**src/rtl/alu_pipe.sv**
```systemverilog
// alu_pipe: handshaked, registered ALU with compare, shift and iterative multiply.
// Ports: clk/reset_n, in_valid/in_ready + src_a/src_b/sig_alu_control request side,
//        out_valid/out_ready + result/zero/bad_op response side.
module alu_pipe #(
    parameter int WIDTH = 32,
    parameter int CNT_W = 6
) (
    input  logic             clk,
    input  logic             reset_n,
    input  logic             in_valid,
    output logic             in_ready,
    input  logic [WIDTH-1:0] src_a,
    input  logic [WIDTH-1:0] src_b,
    input  logic [4:0]       sig_alu_control,
    output logic             out_valid,
    input  logic             out_ready,
    output logic [WIDTH-1:0] result,
    output logic             zero,
    output logic             bad_op
);

    localparam int SH_W = $clog2(WIDTH);

    typedef enum logic [1:0] {
        IDLE,
        MUL,
        DONE
    } state_t;

    state_t           state;
    logic [WIDTH-1:0] acc;
    logic [WIDTH-1:0] mcand;
    logic [WIDTH-1:0] mplier;
    logic [CNT_W-1:0] cnt;

    logic [WIDTH-1:0] alu_res;
    logic             alu_bad;
    logic [WIDTH-1:0] acc_nxt;
    logic             accept;
    logic             is_mul;
    logic             slt;

    assign in_ready = (state == IDLE) && (!out_valid || out_ready);
    assign accept   = in_valid && in_ready;
    assign is_mul   = (sig_alu_control == 5'd7);
    assign acc_nxt  = mplier[0] ? (acc + mcand) : acc;
    assign slt      = $signed(src_a) < $signed(src_b);

    // Single-cycle ops; MUL is handled by the shift-add sequencer below.
    always_comb begin
        alu_res = '0;
        alu_bad = 1'b0;
        unique case (sig_alu_control)
            5'd0:    alu_res = src_a & src_b;
            5'd1:    alu_res = src_a | src_b;
            5'd2:    alu_res = src_a + src_b;
            5'd3:    alu_res = src_a - src_b;
            5'd4:    alu_res = {{(WIDTH-1){1'b0}}, slt};
            5'd5:    alu_res = src_a << src_b[SH_W-1:0];
            5'd6:    alu_res = src_a >> src_b[SH_W-1:0];
            5'd7:    alu_res = '0;
            default: alu_bad = 1'b1;
        endcase
    end

    always_ff @(posedge clk or negedge reset_n) begin
        if (!reset_n) begin
            state     <= IDLE;
            out_valid <= 1'b0;
            result    <= '0;
            zero      <= 1'b0;
            bad_op    <= 1'b0;
            acc       <= '0;
            mcand     <= '0;
            mplier    <= '0;
            cnt       <= '0;
        end else begin
            case (state)
                IDLE: begin
                    if (accept) begin
                        if (is_mul) begin
                            state     <= MUL;
                            acc       <= '0;
                            mcand     <= src_a;
                            mplier    <= src_b;
                            cnt       <= '0;
                            out_valid <= 1'b0;
                        end else begin
                            result    <= alu_res;
                            zero      <= (alu_res == '0);
                            bad_op    <= alu_bad;
                            out_valid <= 1'b1;
                        end
                    end else if (out_ready) begin
                        out_valid <= 1'b0;
                    end
                end
                MUL: begin
                    acc    <= acc_nxt;
                    mcand  <= mcand << 1;
                    mplier <= mplier >> 1;
                    cnt    <= cnt + CNT_W'(1);
                    // Last iteration: publish the accumulator including this step.
                    if (cnt == CNT_W'(WIDTH-1)) begin
                        state     <= DONE;
                        result    <= acc_nxt;
                        zero      <= (acc_nxt == '0);
                        bad_op    <= 1'b0;
                        out_valid <= 1'b1;
                    end
                end
                DONE: begin
                    if (out_ready) begin
                        state     <= IDLE;
                        out_valid <= 1'b0;
                    end
                end
                default: state <= IDLE;
            endcase
        end
    end

endmodule
```
**config.mk**
```make
export PLATFORM = sky130hd
export DESIGN_NAME = alu_pipe
export DESIGN_NICKNAME = d
export VERILOG_FILES = /design/src/rtl/alu_pipe.sv
export SDC_FILE = /design/constraint.sdc
export NUM_CORES = 1
export LEC_CHECK = 0
export CORE_UTILIZATION = 29
export CTS_CLUSTER_DIAMETER = 80
export DETAILED_ROUTE_END_ITERATION = 7
export PLACE_DENSITY = 0.51
export SETUP_SLACK_MARGIN = 0.5
export SYNTH_ARGS = -nofsm -noshare
export SYNTH_HDL_FRONTEND = slang
export SYNTH_SLANG_ARGS = --single-unit
```
**constraint.sdc**
```tcl
create_clock -name clk -period 4.8 [get_ports clk]
set_input_delay 1.44 -clock clk [delete_from_list [all_inputs] [get_ports clk]]
set_output_delay 1.44 -clock clk [all_outputs]
set_load 0.005 [all_outputs]
```
## Word level (Yosys, flattened, before mapping)

Index checks and enable logic that the tools add are counted.

| storage, ports and cells | value |
|---|---|
| flip-flop bits (word level) | 139 |
| word-level logic and storage cells | 85 |

| cells by class | value |
|---|---|
| shift operators | 2 |
| order comparisons | 1 |
| reductions and logical operators | 15 |
| bitwise gates (word level) | 2 |
| mux-type cells | 37 |
| add/sub/neg operators | 4 |
| eq/ne operators | 15 |

Operator list:

| kind | count |
|---|---|
| $mux 32 | 10 |
| $pmux 32 s2 | 4 |
| $pmux 32 s7 | 1 |
| $add 32x32->32 | 2 |
| $logic_not 32->1 | 2 |
| $and 32x32->32 | 1 |
| $lt 32x32->1 | 1 |
| $or 32x32->32 | 1 |
| $shl 32x5->32 | 1 |
| $shr 32x5->32 | 1 |
| $sub 32x32->32 | 1 |
| $eq 5x3->1 const B | 4 |
| $mux 6 | 2 |
| $pmux 6 s2 | 1 |
| $mux 1 | 11 |
| $eq 5x2->1 const B | 2 |
| $ne 2x2->1 const B | 5 |
| $mux 2 | 4 |
| $reduce_and 4->1 | 2 |
| $reduce_or 7->1 | 1 |
| $add 6x1->6 const B | 1 |
| $eq 6x5->1 const B | 1 |
| $pmux 2 s3 | 1 |
| $eq 5x1->1 const B | 1 |
| other kinds (13) | 15 |

## Logic depth before layout (Yosys ltp)

| logic depth | value |
|---|---|
| word-level depth | 6 |
| depth in mapped cells | 18 |

## Least setup slack after synthesis

Ideal clock, no wire load.

| timing | value |
|---|---|
| path kind | input port to flip-flop |
| start | in src_b[1] |
| end | reg zero |
| path slack | -0.291 ns |
| data arrival time | 4.999 ns |
| path buffers | 4 |
| required time | 4.708 ns |
| cell stages on the path | 18 |
| cells stage by stage | buf_2 > inv_2 > buf_2 > buf_2 > buf_2 > ha_1 > o21bai_1 > a21oi_1 > or4_1 > a31o_1 > o21ai_1 > a311o_2 > a2111oi_1 > o31ai_1 > mux2i_1 > nor3_2 > nand4_1 > o31ai_2 |

| between the ends | value |
|---|---|
| longest elaborated chain between the ends | 6 |

RTL lines:

| what | RTL line | text |
|---|---|---|
| start: declaration | 13 | `input logic [WIDTH-1:0] src_b,` |
| $sub 32x32->32 (tied with other cells) | 57 | `5'd3: alu_res = src_a - src_b;` |
| $pmux 32 s7 * | 53 | `unique case (sig_alu_control)` |
| $logic_not 32->1 * | 90 | `zero <= (alu_res == '0);` |
| $mux 1 * | 81 | `if (is_mul) begin` |
| $mux 1 * | 80 | `if (accept) begin` |
| $pmux 1 s2 * | 78 | `case (state)` |
| end signal: assignment | 90 |  |
| end signal: assignment | 107 | `zero <= (acc_nxt == '0);` |
| end: declaration | 18 | `output logic zero,` |

Every way passes the cells marked *; elsewhere a longest branch is shown, timed or not. The select of a mux whose other input is x is not followed.
A chain may end at the register's enable or synchronous reset.

## Worst setup path after layout

| timing | value |
|---|---|
| start | in src_b[0] |
| end | reg zero |

The elaborated chain is that of the path after synthesis.

==> out/summary.txt <==
Layout Cells excl Fill - 3633
final worst slack - 360 ps
RSZ-0062 raised after global routing - yes
post-synth top area share - 0.201
Sw Share - 0.467
Post-synth top cells - 277 x nand2_1, 203 x o21ai_0, 156 x nor2_1
outcome - finished clean
cell area after synthesis - 0.0173 mm2
pins over their slew limit - 0
maximum buffer depth of the clock tree - 2
total track usage - 0.279
DIE WIDTH - 246 um
most frequent cell after synthesis - nand2_1
Clock Skew - 14.8 ps
hold-critical path depth - 2
layout cell share with drive strength beyond 1 - 0.383
Reg clk slew, reported paths - 70 ps
Yosys cell types - 104
CP startpoint kind - primary input
Max rail drop VDD - 0.449 mV
CP Class - in2reg
# rows - 89
DRC - 0
Synth Instances - 2178
worst setup path endpoint - zero
PD cells - 340 mW/mm2
internal reg-to-reg setup slack - 660 ps
# diodes - 0
Gate power share - 0.625
HP Start - result[29]
Nets - 3058
global-route wire length before repair - 127000 um
hpwl dp - 66900 um
H-Tree Depth - 4
IO Port Bufs - 108
Post-Place Setup Slack - -966 ps
initial core utilization - 0.293
syn nets - 2389
CTS tree - done
Crit Reg-Reg Startpoint - acc[0]
FF-to-FF End - zero
CORE AREA - 0.0590 mm2
clock root cell - clkbuf_16
total grt overflow - 0
FF+latch count, synth - 139
largest area contributor in the netlist - dfrtp_1
GPL Wtd Cong - 1.03
Clock power frac - 0.156
Ports - 109
CP required - 5210 ps
ANT nets after route - 0
sw power - 4.18 mW
Worst-Skew Late Latency - 500 ps
asr flop ratio synth - 1.00
period utilisation layout - 0.925
First-pass DRT Iterations - 6
Hold Fails Final Rpt - 0
WL/cell - 23.6 um
die area - 0.0606 mm2
worst-path fanout max - 8
Die Y - 246 um
Post-Syn Area per Cell - 7.94 um2
Worst Reg-to-Reg Cells - 15
crit path DAT - 4850 ps
DRT iter0 DRCs - 1920
Yosys warnings - 0
ys flop type - dfrtp_1
Crit. Startpoint - src_b[0]
vias in the first global route - 20000
cts bufs inserted - 17
total number of vias - 20400
Fmax achieved - 225 MHz
largest net degree at the start of global routing - 161
Min-Delay Path Class - reg2reg
clk sinks - 139
Int Pwr - 4.78 mW
DR vias/cell - 5.60
Area Growth Syn to Fin - 52.2%
leakage - 11.8 nW
Least-Margin Pin Slew - 931 ps
antenna violations before repair - 2
crit path capture type - register
Routed WL - 85600 um
MaxCap Viol Count - 0
post-layout minimum cycle time - 4440 ps
Post-synth EDFFs - 0
placed cells - 3481
sequential cell area fraction in the yosys report - 0.201
count of final setup violators - 0
sequential share of power - 0.219
Max-slew headroom - 0.379
largest cells by area after synthesis - dfrtp_1 20%, ha_1 9.8%, mux2i_1 6.7%
[critical path, stage by stage]
cell and delay [ps]:
buf_16 130, buf_12 140, buf_8 130, mux4_2 560, buf_12 160, buf_4 140, a221oi_1 310, o211ai_1 180
a211o_2 380, and4b_1 340, nand4b_1 220, nor4b_2 360, nand4_1 150, o31ai_2 190
[power groups by stage]
| stage | registers, mW | clock network, mW | logic, mW |
|---|---|---|---|
| after detailed placement | 1.98 | 0 | 5.21 |
| after global routing | 2.02 | 1.48 | 6.12 |
| after global placement | 1.97 | 0 | 5.15 |
| final | 1.96 | 1.40 | 5.60 |
| after CTS | 1.96 | 1.45 | 5.42 |
| after floorplan | 1.89 | 0 | 3.28 |
[final cells by class]
cell class	count	area, um2
timing repair buffer	800	6760
inverter	111	442
sequential	139	3480
clock inverter	14	149
tap	773	967
multi-input combinational	1778	14100
clock buffer	18	439
fill	5881	32700
[sequential cells by signal, summed over array words and instances (netlist names)]
signal / flops
acc: 32
bad_op: 1
cnt: 6
mcand: 32
mplier: 32
out_valid: 1
result: 32
state: 2
zero: 1
[kinds of logic (layout without fill, tap and decap cells)]
| family | after synthesis | count (layout) | share of synthesized area |
|---|---|---|---|
| muxes | 208 | 208 | 0.163 |
| buffers and inverters | 261 | 943 | 0.0626 |
| AOI/OAI and AO/OA | 702 | 702 | 0.264 |
| DFF | 139 | 139 | 0.201 |
| adders and majority gates | 138 | 138 | 0.101 |
| and+or+nand+nor | 683 | 683 | 0.184 |
| xor gates and xnor gates | 47 | 47 | 0.0238 |
[layout by cell type (no fill, tap or decap), types with 27 or more instances in the layout]
cell             netlist  layout
a21oi_1              148     127
nor2_1               156     153
mux2i_1              115     112
inv_1                106      74
nor3_1                50      42
nand2_1              277     270
buf_6                  6      57
dfrtp_1              139     139
a21o_1                34      34
o21ai_0              203     177
nand3_1               39      36
clkdlybuf4s50_1        0      48
o211ai_1              29      29
inv_2                  4      33
ha_4                   0      27
mux2_2                35      34
buf_4                  3     614
xnor2_1               31      29
ha_1                 135     102
mux4_2                49      49
[timing repair]
action | in CTS | in global routing
cloned | 1 | 1
resized for setup | 293 | 218
buffers inserted | 76 | 42
setup endpoints to repair | 19 | 15
pin swaps | 70 | 107
hold buffers | 0 | 0
[worst min path at each step]
| stage | end | slack (ps) |
|---|---|---|
| floorplan | mplier[31] | 450 |
| global placement | bad_op | 460 |
| detailed placement | result[29] | 460 |
| CTS | result[29] | 480 |
| global route | result[13] | 500 |
| finish | result[29] | 470 |
[stage by stage]
step	TNS [ps]	area, um2	util	hold slack (ps)	power [mW]
after floorplan	0	17500	-	448	5.16
after global placement	-9240	23300	0.395	457	7.11
after detailed placement	-9630	23300	0.395	465	7.19
after CTS	0	25300	0.429	481	8.84
after global routing	0	26300	0.446	499	9.62
final	0	26300	0.446	472	8.96
[routing by layer]
metal  wire length (um)  up-vias  global-route usage
met5                 13        -                   0
met3               5030      172              0.0428
li1                   -     9396                   -
met1              38100    10000               0.377
met4               3250        2               0.109
met2              39100      772               0.443
(Power assumes the default switching activity.)
